## src/rtl/key_pkg.sv

```systemverilog
// Shared definitions for the key event controller: event codes and FSM states.
// Latency: n/a (types and constants only).
// Backpressure: n/a.
package key_pkg;

    typedef logic [1:0] evt_code_t;

    localparam evt_code_t EVT_NONE   = 2'd0;
    localparam evt_code_t EVT_SINGLE = 2'd1;
    localparam evt_code_t EVT_DOUBLE = 2'd2;
    localparam evt_code_t EVT_LONG   = 2'd3;

    typedef enum logic [2:0] {
        ST_IDLE,
        ST_PRESS1,
        ST_HOLD,
        ST_WAIT2,
        ST_PRESS2
    } state_t;

    function automatic int max_int(input int a, input int b);
        return (a > b) ? a : b;
    endfunction

endpackage

```

## src/rtl/key_event_ctrl_if.sv

```systemverilog
// Event handshake bundle between the key controller and its consumer.
// Latency: n/a (wires only).
// Backpressure: consumer throttles with evt_ready; producer holds one event.
// Signals: evt_valid/evt_code/evt_overrun from producer, evt_ready from consumer.
interface key_event_ctrl_if;
    import key_pkg::*;

    logic      evt_valid;
    evt_code_t evt_code;
    logic      evt_ready;
    logic      evt_overrun;

    modport master (output evt_valid, output evt_code, output evt_overrun, input  evt_ready);
    modport slave  (input  evt_valid, input  evt_code, input  evt_overrun, output evt_ready);

endinterface

```

## src/rtl/key_filter.sv

```systemverilog
// Two-flop synchroniser plus stable-count debouncer for one active-low key.
// Latency: key_level follows a clean raw edge after DEB_CYC + 2 cycles.
// Backpressure: none; free-running filter.
// Ports: clk, rst (async active-low), key (raw pin), key_level (debounced, 1 = released).
module key_filter #(
    parameter int DEB_CYC = 1_000_000
) (
    input  logic clk,
    input  logic rst,
    input  logic key,
    output logic key_level
);

    localparam int              CW      = $clog2(DEB_CYC + 1);
    localparam logic [CW-1:0]   CNT_END = CW'(DEB_CYC - 1);

    logic          sync1;
    logic          sync2;
    logic [CW-1:0] cnt;

    // The counter only runs while the synchronised input disagrees with the
    // accepted level; any agreement (a bounce back) restarts it from zero.
    always_ff @(posedge clk or negedge rst) begin
        if (!rst) begin
            sync1     <= 1'b1;
            sync2     <= 1'b1;
            key_level <= 1'b1;
            cnt       <= '0;
        end else begin
            sync1 <= key;
            sync2 <= sync1;
            if (sync2 == key_level) begin
                cnt <= '0;
            end else if (cnt == CNT_END) begin
                key_level <= sync2;
                cnt       <= '0;
            end else begin
                cnt <= cnt + 1'b1;
            end
        end
    end

endmodule

```

## src/rtl/key_event_ctrl.sv

```systemverilog
// Debounces a push-button and classifies gestures as single, double or long press.
// Latency: event valid 1 cycle after the classifying condition.
// Backpressure: one-entry buffer; new events while full and not taken are dropped (sticky overrun).
// Ports: clk, rst (async active-low), key (raw pin), key_level (debounced), evt (master event handshake).
module key_event_ctrl
    import key_pkg::*;
#(
    parameter int DEB_CYC    = 1_000_000,
    parameter int LONG_CYC   = 50_000_000,
    parameter int DCLICK_CYC = 15_000_000
) (
    input  logic                    clk,
    input  logic                    rst,
    input  logic                    key,
    output logic                    key_level,
    key_event_ctrl_if.master        evt
);

    localparam int            CW       = $clog2(max_int(LONG_CYC, DCLICK_CYC)) + 1;
    // cnt holds the number of completed cycles in the current state, so the
    // Nth cycle since entering is the one where cnt == N-1.
    localparam logic [CW-1:0] LONG_END = CW'(LONG_CYC - 1);
    localparam logic [CW-1:0] DCLK_END = CW'(DCLICK_CYC - 1);
    localparam logic [CW-1:0] CNT_MAX  = {CW{1'b1}};

    state_t        state;
    state_t        state_nxt;
    logic [CW-1:0] cnt;
    logic          emit;
    evt_code_t     emit_code;

    logic          valid_q;
    evt_code_t     code_q;
    logic          overrun_q;
    logic          hs;
    logic          drop;

    key_filter #(.DEB_CYC(DEB_CYC)) u_filter (
        .clk       (clk),
        .rst       (rst),
        .key       (key),
        .key_level (key_level)
    );

    always_ff @(posedge clk or negedge rst) begin
        if (!rst) begin
            state <= ST_IDLE;
        end else begin
            state <= state_nxt;
        end
    end

    // Press/release are taken from the debounced level directly: every state
    // is only ever entered with the level opposite to the one it waits for.
    always_comb begin
        state_nxt = state;
        emit      = 1'b0;
        emit_code = EVT_NONE;
        case (state)
            ST_IDLE: begin
                if (!key_level) state_nxt = ST_PRESS1;
            end
            ST_PRESS1: begin
                if (key_level) begin
                    state_nxt = ST_WAIT2;
                end else if (cnt == LONG_END) begin
                    emit      = 1'b1;
                    emit_code = EVT_LONG;
                    state_nxt = ST_HOLD;
                end
            end
            ST_HOLD: begin
                if (key_level) state_nxt = ST_IDLE;
            end
            ST_WAIT2: begin
                // A press on the timeout cycle still counts as a double click.
                if (!key_level) begin
                    state_nxt = ST_PRESS2;
                end else if (cnt == DCLK_END) begin
                    emit      = 1'b1;
                    emit_code = EVT_SINGLE;
                    state_nxt = ST_IDLE;
                end
            end
            ST_PRESS2: begin
                if (key_level) begin
                    emit      = 1'b1;
                    emit_code = EVT_DOUBLE;
                    state_nxt = ST_IDLE;
                end
            end
            default: state_nxt = ST_IDLE;
        endcase
    end

    always_ff @(posedge clk or negedge rst) begin
        if (!rst) begin
            cnt <= '0;
        end else if (state_nxt != state) begin
            cnt <= '0;
        end else if (cnt != CNT_MAX) begin
            cnt <= cnt + 1'b1;
        end
    end

    assign hs   = valid_q & evt.evt_ready;
    assign drop = emit & valid_q & ~hs;

    // A taken entry frees the slot in the same cycle, so a coincident
    // emission replaces it without counting as an overrun.
    always_ff @(posedge clk or negedge rst) begin
        if (!rst) begin
            valid_q   <= 1'b0;
            code_q    <= EVT_NONE;
            overrun_q <= 1'b0;
        end else begin
            if (emit && (!valid_q || hs)) begin
                valid_q <= 1'b1;
                code_q  <= emit_code;
            end else if (hs) begin
                valid_q <= 1'b0;
                code_q  <= EVT_NONE;
            end
            overrun_q <= drop | (overrun_q & ~hs);
        end
    end

    assign evt.evt_valid   = valid_q;
    assign evt.evt_code    = code_q;
    assign evt.evt_overrun = overrun_q;

endmodule

```

## src/flat_wrapper.sv

```systemverilog
// flat-port wrapper written by rule: the top's interface ports become plain ports
module key_event_ctrl_flat import key_pkg::*;
#(
    parameter int DEB_CYC    = 1_000_000,
    parameter int LONG_CYC   = 50_000_000,
    parameter int DCLICK_CYC = 15_000_000
)
  (clk, rst, key, key_level, evt_evt_valid, evt_evt_code, evt_evt_overrun, evt_evt_ready);
  key_event_ctrl_if evt_i ();
  input  logic clk;
  input  logic rst;
  input  logic key;
  output logic key_level;
  output wire logic [$bits(evt_i.evt_valid)-1:0] evt_evt_valid;
  output wire logic [$bits(evt_i.evt_code)-1:0] evt_evt_code;
  output wire logic [$bits(evt_i.evt_overrun)-1:0] evt_evt_overrun;
  input wire logic [$bits(evt_i.evt_ready)-1:0] evt_evt_ready;
  assign evt_evt_valid = evt_i.evt_valid;
  assign evt_evt_code = evt_i.evt_code;
  assign evt_evt_overrun = evt_i.evt_overrun;
  assign evt_i.evt_ready = evt_evt_ready;
  key_event_ctrl #(.DEB_CYC(DEB_CYC), .LONG_CYC(LONG_CYC), .DCLICK_CYC(DCLICK_CYC)) u_core (.clk(clk), .rst(rst), .key(key), .key_level(key_level), .evt(evt_i));
endmodule
```

## config.mk

```make
export PLATFORM = sky130hd
export DESIGN_NAME = key_event_ctrl_flat
export DESIGN_NICKNAME = d
export VERILOG_FILES = /design/src/rtl/key_pkg.sv /design/src/rtl/key_event_ctrl_if.sv /design/src/rtl/key_filter.sv /design/src/rtl/key_event_ctrl.sv /design/src/flat_wrapper.sv
export SDC_FILE = /design/constraint.sdc
export NUM_CORES = 1
export LEC_CHECK = 0
export BUFFER_PORTS_ARGS = -buffer_cell sky130_fd_sc_hd__clkbuf_2
export CELL_PAD_IN_SITES_DETAIL_PLACEMENT = 1
export CELL_PAD_IN_SITES_GLOBAL_PLACEMENT = 2
export CORE_MARGIN = 2
export CORE_UTILIZATION = 35
export CTS_CLUSTER_DIAMETER = 30
export DETAILED_ROUTE_END_ITERATION = 8
export GPL_ROUTABILITY_DRIVEN = 1
export PLACE_DENSITY = 0.67
export SKIP_LAST_GASP = 1
export SLEW_MARGIN = 20
export SYNTH_ARGS = -nofsm -noshare
export SYNTH_HDL_FRONTEND = slang
export SYNTH_SLANG_ARGS = --single-unit
```

## constraint.sdc

```tcl
create_clock -name clk -period 3.5 [get_ports clk]
set_clock_uncertainty 0.15 [all_clocks]
set_input_delay 0.525 -clock clk [delete_from_list [all_inputs] [get_ports clk]]
set_output_delay 0.525 -clock clk [all_outputs]
set_load 0.01 [all_outputs]
```

# After elaboration in Yosys (flattened, before gate mapping)
# Index checks and enable logic that the tools add are counted.
dict set report totals {
  register_bits 57
  word_cells 63
  output_inout_bits 5
}
dict set report classes {
  reduce_logical 8
  addsub 2
  n_bitwise 7
  n_mux 27
  n_eq_ne 10
}
# op count
set op_table {}
lappend op_table {{2-to-1 mux 27 bit} 2}
lappend op_table {{2-to-1 mux 20 bit} 2}
lappend op_table {{adder 27 x 1 -> 27 bit (second input constant)} 1}
lappend op_table {{equality test 27 x 24 -> 1 bit (second input constant)} 1}
lappend op_table {{equality test 27 x 26 -> 1 bit (second input constant)} 1}
lappend op_table {{inequality test 27 bit (second input constant)} 1}
lappend op_table {{adder 20 x 1 -> 20 bit (second input constant)} 1}
lappend op_table {{equality test 20 bit (second input constant)} 1}
lappend op_table {{2-to-1 mux 3 bit} 6}
lappend op_table {{2-to-1 mux 2 bit} 6}
lappend op_table {{one-hot mux 3 bit (4 select lines)} 1}
lappend op_table {{2-to-1 mux 1 bit} 8}
lappend op_table {{equality test 3 x 2 -> 1 bit (second input constant)} 2}
lappend op_table {{one-hot mux 2 bit (3 select lines)} 1}
lappend op_table {{AND 1 bit} 4}
lappend op_table {{nonzero test 2 bit} 2}
lappend op_table {{equality test 3 x 1 -> 1 bit (second input constant)} 1}
lappend op_table {{equality test 3 bit (second input constant)} 1}
lappend op_table {{logical NOT 3 bit} 1}
lappend op_table {{inequality test 3 bit} 1}
lappend op_table {{one-hot mux 1 bit (3 select lines)} 1}
lappend op_table {{inverter 1 bit} 2}
lappend op_table {{AND reduction 2 bit} 1}
lappend op_table {{OR reduction 2 bit} 1}
lappend op_table {{5 further kinds} 5}

# Longest topological paths before layout
# Gate-level depths: netlist of run 1.
dict set report logic_depth {
  word_depth 7
  mapped_depth 8
  ltp_nobuf 6
}

# Modules after synthesis
# Synthesis of run 1 repeated with hierarchy kept, for this count alone.
dict set report unflattened {
  cells_unflattened 339
  hier_area_um2 3185.6
}
# mod seq_area_each_um2 cells_per_inst area_per_inst_um2 instances
set by_module_without_submodules {}
lappend by_module_without_submodules {key_event_ctrl 850.8 231 2067.0 1}
lappend by_module_without_submodules {key_filter 579.3 108 1118.6 1}

# Worst setup path before layout of run 1
# Ideal clock, no wire load.
dict set report synth_timing {
  kind {flip-flop to flip-flop}
  from {register u_core.cnt[6]}
  to {register u_core.overrun_q (netlist: u_core.evt.evt_overrun)}
  setup_slack_ns 1.041
  synth_period_minus_slack_ns 2.459
  stages_incl_launch_ff 6
  t_arrival_ns 2.222
  setup_time_ns 0.087
  path_cell_list {dfrtp_1 -> or4_4 -> or4_4 -> or3_4 -> and4b_1 -> a211oi_2}
}
dict set report synth_via {
  elab_chain_cells 7
  word_cells_on_any_way 10
  classes_between {2 x eq/ne; 5 x mux; 3 x bitwise}
}
# element line_no
set synth_lines {}
lappend synth_lines {{from (decl)} key_event_ctrl.sv:28} ;# logic [CW-1:0] cnt;
lappend synth_lines {{from (signal assigned)} key_event_ctrl.sv:102} ;# cnt <= cnt + 1'b1;
lappend synth_lines {{equality test 27 x 24 -> 1 bit / equality test 27 x 26 -> 1 bit (equally long branches)} {key_event_ctrl.sv:79, key_event_ctrl.sv:66}}
lappend synth_lines {{2-to-1 mux 1 bit, on equally long branches} {key_event_ctrl.sv:79, key_event_ctrl.sv:66}}
lappend synth_lines {{2-to-1 mux 1 bit, on equally long branches} {key_event_ctrl.sv:77, key_event_ctrl.sv:64}}
lappend synth_lines {{one-hot mux 1 bit (3 select lines) (*)} key_event_ctrl.sv:59} ;# case (state)
lappend synth_lines {{AND 1 bit (*) (2 in series)} key_event_ctrl.sv:107} ;# assign drop = emit & valid_q & ~hs;
lappend synth_lines {{bitwise OR 1 bit (*)} key_event_ctrl.sv:124} ;# overrun_q <= drop | (overrun_q & ~hs);
lappend synth_lines {{to (signal assigned)} key_event_ctrl.sv:124}
lappend synth_lines {{to (decl)} key_event_ctrl.sv:34} ;# logic overrun_q;
# Every way passes the cells marked *; elsewhere a longest branch is shown, timed or not.
# A chain may end at the register's enable or synchronous reset.

# Final worst setup path of run 1
dict set report layout_timing {
  from {register u_core.cnt[0]}
  to {register u_core.cnt[20]}
}
dict set report layout_via {
  elab_chain_cells 6
  word_cells_on_any_way 13
  classes_between {1 x add/sub; 4 x eq/ne; 7 x mux; 1 x reduce/logical}
}
# element line_no
set layout_lines {}
lappend layout_lines {{equality test 27 x 24 -> 1 bit / equality test 27 x 26 -> 1 bit (equally long branches)} {key_event_ctrl.sv:79, key_event_ctrl.sv:66}}
lappend layout_lines {{2-to-1 mux 3 bit, on equally long branches} {key_event_ctrl.sv:79, key_event_ctrl.sv:66}}
lappend layout_lines {{2-to-1 mux 3 bit, on equally long branches} {key_event_ctrl.sv:77, key_event_ctrl.sv:64}}
lappend layout_lines {{one-hot mux 3 bit (4 select lines)} key_event_ctrl.sv:59}
lappend layout_lines {{inequality test 3 bit} key_event_ctrl.sv:99} ;# end else if (state_nxt != state) begin
lappend layout_lines {{2-to-1 mux 27 bit / nonzero test 2 bit (equally long branches)} -}
# Several ways; a longest one is shown, not always the timed one. The select of a mux whose other input is x is not followed.

==> results of run 1 <==
Yosys cell counts, types with 4 or more instances:
cell	count
nor2_1	34
a21oi_1	6
clkbuf_1	11
nor4_1	6
and3_1	5
or4_1	9
nand2_1	27
nand3_1	20
o21ai_0	8
xor2_1	15
a211oi_1	10
o31ai_1	8
and4_1	7
dfrtp_1	54
nor3_1	20
nand4_1	10
nor2b_1	4
inv_1	6
xnor2_1	16
state kept, by name (all words and copies together) (netlist names):
name and flops:
u_core.u_filter.sync1 1, u_core.cnt 27, u_core.evt.evt_valid 1, u_core.state 3, u_core.u_filter.sync2 1, u_core.evt.evt_code 2, u_core.u_filter.cnt 20, u_core.u_filter.key_level 1
u_core.evt.evt_overrun 1
cell families after synthesis:
| kind of cell | after synthesis | share of synthesized area |
|---|---|---|
| buf+inv | 20 | 0.02654 |
| mux | 4 | 0.01307 |
| xor+xnor | 31 | 0.08597 |
| flops | 57 | 0.4529 |
| fa+ha+maj | 2 | 0.007923 |
| simple gates | 168 | 0.3035 |
| compound gates | 47 | 0.1101 |
metal layers:
metal	routed length [um]	part of all wire	GRT usage
met5	0	0	0
met4	104	0.014	0.04953
met3	219	0.029	0.04610
met2	3531	0.46	0.2713
met1	3765	0.49	0.2251
where the power goes:
group | switching, mW | leakage, nW | internal [mW] | total, mW
sequential | 0.00331 | 0.769 | 0.664 | 0.667
combinational | 0.0207 | 0.545 | 0.00657 | 0.0273
clock | 0.267 | 0.116 | 0.456 | 0.723
total | 0.291 | 1.43 | 1.13 | 1.42
through the flow:
stage	utilization	hold slack (ns)	instances	worst slack, ns
2_1_floorplan	-	0.07941	329	1.041
3_3_place_gp	0.3825	0.2008	439	0.8918
3_5_place_dp	0.3825	0.1970	439	0.8249
4_1_cts	0.4088	0.1018	454	0.8109
5_1_grt	0.4088	0.09739	454	0.6745
6_report	0.4088	0.1208	454	0.8496
worst paths after layout:
check	start	endpoint	slack, ns	depth (start not counted)
worst max-delay path	u_core.cnt[0]	u_core.cnt[20]	0.85	7
min in group asynchronous	rst	u_core.evt.evt_valid	0.18	1
worst min-delay path	key	u_core.u_filter.sync1	0.12	1
max in group asynchronous	rst	u_core.cnt[17]	2.32	2
worst min register to register	u_core.u_filter.sync1	u_core.u_filter.sync2	0.21	0
worst max register to register	u_core.cnt[0]	u_core.cnt[20]	0.85	7
cell type report:
| class | count | area share |
|---|---|---|
| sequential | 57 | 0.4012 |
| inverter | 6 | 0.006318 |
| clock buffer | 13 | 0.04739 |
| tap | 108 | 0.03791 |
| clock inverter | 2 | 0.01685 |
| multi-input combinational | 252 | 0.4623 |
| timing repair buffer | 16 | 0.02808 |
==> impl_metrics.json, run 1 <==
{
  "status": "finished clean",
  "fp.dieArea_sq_um": 9799,
  "ctsHoldBuffers": 0,
  "drt_iter0_drc": 85,
  "p_per_area_nw_per_um2": 397.5,
  "synth-seq-cells": 57,
  "final_common_cell": "dfrtp_1",
  "start_kind": "flip-flop",
  "tightest_slew_ns": 0.9155,
  "via_per_inst": 5.555,
  "cts_resized": 0,
  "slowest_delay_ns": 0.48,
  "vias": 2522,
  "hpwl_um": 5375,
  "drc": 0,
  "critPathMaxFanout": 27,
  "die_h_um": 98.99,
  "area_growth_pct": 12.88,
  "fmax_mhz": 377.3,
  "cp_top_family": "simple AND/OR/NAND/NOR gates",
  "htreeDepth": 3,
  "yosys.area.top_type": "dfrtp_1",
  "overflow": 0,
  "cap_violations": 0,
  "antennaDiodeCount": 0,
  "fin_area_sq_um": 3565,
  "avgSynthCellArea_sq_um": 9.599,
  "crit_chain": "ha_1 -> or4bb_1 -> nor4_4 -> nand2_1 -> a2111oi_4 -> buf_4 -> nor3_1",
  "synth_top_area_share": 0.4279,
  "drt_pass1_iterations": 5,
  "yosys-top-cells-area": "dfrtp_1 43%, xnor2_1 4.4%, xor2_1 4.2%",
  "synthFlopType": "dfrtp_1",
  "multiInputGateArea_sq_um": 1648,
  "initial_utilization": 0.3621,
  "grt_pass1_vias": 2676,
  "cts_buffers": 9,
  "cp_slowest_cell": "or4bb_1",
  "port_buffers": 8,
  "yosysSeqAreaShare": 0.4529,
  "p_leak_nw": 1.429,
  "crit_arrival_ns": 2.70,
  "syn_area_sq_um": 3158,
  "clock_path_buffers": 2,
  "hold_violations": 0,
  "hold_path_class": "primary input to flip-flop",
  "critPathBufInv": 1,
  "antenna_found_initial": 0,
  "dpl_cell_area_sq_um": 3336,
  "clock-sinks": 57,
  "grt.total_usage": 0.1695,
  "regArea_sq_um": 1430,
  "post-cts-setup-buffers": 0,
  "power.total_mw": 1.417,
  "gp_congestion": 0.7654,
  "setup_viol": 0,
  "die_w_um": 98.99,
  "finalCriticalPeriod_ns": 2.650,
  "cts_root_buffer": "clkbuf_8",
  "drive_above_1_share": 0.1329,
  "end_kind": "flip-flop",
  "wl_um": 7620,
  "clkTransAtPathRegs_ns": 0.07,
  "ys_types": 54,
  "wl_per_cell_um": 16.78,
  "layout_common_cells": "54 x dfrtp_1, 34 x nor2_1, 27 x nand2_1",
  "grt_max_degree": 41,
  "final_nets": 348,
  "ir_drop_uv": 215.3,
  "rsz0062_at_grt": "false",
  "ant_nets": 0,
  "placementRows": 34,
  "synthCells": 329,
  "critPathRequiredTime_ns": 3.55,
  "nFillCells": 1010,
  "synth-edff-count": 0,
  "yosys_warnings": 0,
  "setup-tns-final_ns": 0,
  "clock_latency_ns": 0.33,
  "io_pins": 9,
  "slew_headroom": 0.3896,
  "maxSlewViolCount": 0,
  "grt_pass1_wl_um": 13360,
  "synth_nets": 335,
  "synth-async-reset-ratio": 1.000,
  "period_share": 0.7573,
  "core_area_sq_um": 8721,
  "cts_tree": "yes",
  "crit_type": "flip-flop to flip-flop"
}
(Power assumes the default switching activity.)
==> run 2, diff against run 1 <==
Clock period 3.5 ns to 2.6 ns, I/O delays scaled along.
==> run 2 against run 1 <==
Compared with the run above: combinational power rose by 36%; critical path type unchanged; die area unchanged; largest power group unchanged; setup slack worse by 0.78 ns; final area up 5.8%; non-clock buffer count grew 21; worst hold slack got worse by 0.070 ns; sequential cell count unchanged; total power up 34%; via count up 4.0%; critical path depth decreased by 2.
==> impl_metrics.json, run 2 (synthesis gave the netlist of run 1 again) <==
{
  "drive_above_1_share": 0.1957,
  "final_nets": 369,
  "dpl_cell_area_sq_um": 3511,
  "cts_buffers": 9,
  "antenna_found_initial": 0,
  "finalCriticalPeriod_ns": 2.532,
  "whs_ns": 0.05063,
  "cts_tree": "yes",
  "clock_latency_ns": 0.35,
  "worstReg2RegEnd": "u_core.evt.evt_overrun",
  "initial_utilization": 0.3621,
  "reg2reg_depth": 5,
  "area_growth_pct": 19.45,
  "reg_top3": "u_core.cnt x27, u_core.u_filter.cnt x20, u_core.state x3",
  "status": "finished clean",
  "via_per_inst": 5.508,
  "ant_nets": 0,
  "ir_drop_uv": 190.5,
  "regToRegStartpoint": "u_core.cnt[6]",
  "largest_reg_flops": 27,
  "drt_iter0_drc": 104,
  "nFillCells": 1020,
  "crit_arrival_ns": 2.65,
  "end_kind": "flip-flop",
  "critPathMaxFanout": 4,
  "crit_type": "flip-flop to flip-flop",
  "slew_headroom": 0.4981,
  "placementRows": 34,
  "p_per_area_nw_per_um2": 504.4,
  "tightest_slew_ns": 0.7529,
  "fin_area_sq_um": 3772,
  "port_buffers": 8,
  "post-cts-setup-buffers": 0,
  "grt_pass1_wl_um": 14230,
  "overflow": 0,
  "grt_pass1_vias": 2758,
  "core_area_sq_um": 8721,
  "vias": 2622,
  "start_kind": "flip-flop",
  "setup-tns-final_ns": 0,
  "maxSlewViolCount": 0,
  "clock_path_buffers": 2,
  "hold_violations": 0,
  "r2r_setup_slack_ns": 0.07,
  "die_w_um": 98.99,
  "io_pins": 9,
  "grt_max_degree": 58,
  "clkTransAtPathRegs_ns": 0.07,
  "final_common_cell": "dfrtp_1",
  "antennaDiodeCount": 0,
  "wl_per_cell_um": 17.08,
  "drt_pass1_iterations": 4,
  "setup_viol": 0,
  "die_h_um": 98.99,
  "layout_common_cells": "54 x dfrtp_1, 34 x nor2_1, 27 x nand2_1",
  "clock-sinks": 57,
  "fin_ws_ns": 0.06823,
  "fp.dieArea_sq_um": 9799,
  "hold_path_class": "primary input to async pin",
  "cap_violations": 0,
  "fmax_mhz": 395.0,
  "drc": 0,
  "regMostFlops": "u_core.cnt",
  "htreeDepth": 3,
  "place_ws_ns": 0.07637,
  "gp_congestion": 0.7445,
  "period_share": 0.9738,
  "critPathRequiredTime_ns": 2.72,
  "grt.total_usage": 0.1864,
  "p_leak_nw": 1.549,
  "cts_root_buffer": "clkbuf_8",
  "wl_um": 8129,
  "hpwl_um": 5549
}
[run 2: cell types whose count changed in the layout (fill, tap and decap cells not counted), sizes merged]
cell and change:
buf +19, clkbuf -1, clkinv +2, clkinvlp +1, dlygate4sd3 +1
[run 2: layout make-up]
cell class	instances	area, sq um	share of cell area
Sequential cell	57	1430	0.3791
Clock inverter	5	77.57	0.02056
Timing Repair Buffer	37	285.3	0.07562
Tap cell	108	135.1	0.03582
Inverter	6	22.52	0.005970
Clock buffer	11	151.4	0.04013
Multi-Input combinational cell	252	1670	0.4428
[run 2: power by group]
| group | switching (mW) | internal (mW) | total [mW] |
|---|---|---|---|
| combinational | 0.0283 | 0.00891 | 0.0372 |
| clock | 0.379 | 0.588 | 0.967 |
| sequential | 0.00500 | 0.893 | 0.898 |
| total | 0.412 | 1.49 | 1.90 |
[run 2: per-layer routing]
metal | GRT usage | routed length (um)
met2 | 0.2838 | 3594
met1 | 0.2571 | 4200
met5 | 0 | 0
met4 | 0.05479 | 99
met3 | 0.05603 | 235
[run 2: worst max-delay path by stage]
| stage | from | to | slack, ns | cells after the start |
|---|---|---|---|---|
| floorplan | u_core.cnt[6] | u_core.evt.evt_overrun | 0.14 | 5 |
| global placement | u_core.cnt[6] | u_core.evt.evt_overrun | 0.12 | 5 |
| detailed placement | u_core.cnt[19] | u_core.evt.evt_overrun | 0.08 | 5 |
| CTS | u_core.cnt[19] | u_core.evt.evt_overrun | 0.03 | 5 |
| global route | u_core.cnt[19] | u_core.evt.evt_overrun | -0.0004 | 5 |
| finish | u_core.cnt[6] | u_core.evt.evt_overrun | 0.07 | 5 |
[run 2: critical path, cell delays in order, from the launching register on]
cell	delay, ns
dfrtp_1	0.40
or4_4	0.55
or4_4	0.55
or3_4	0.40
and4b_1	0.22
a211oi_2	0.18
[run 2: per-stage QoR]
stage / util / cells / power, mW
final: 0.4326 / 476 / 1.903
after global routing: 0.4326 / 476 / 1.992
after CTS: 0.4300 / 476 / 1.945
after detailed placement: 0.4026 / 459 / 0.9523
after global placement: 0.4026 / 459 / 0.9518
after floorplan: - / 329 / 0.9247
[run 2: what timing repair did]
item / 4_1_cts / 5_1_grt
endpoints found under the setup margin: 0 / 4
gates resized for setup: 0 / 5
endpoints found under the hold margin: 1 / 0
hold buffers: 1 / 0
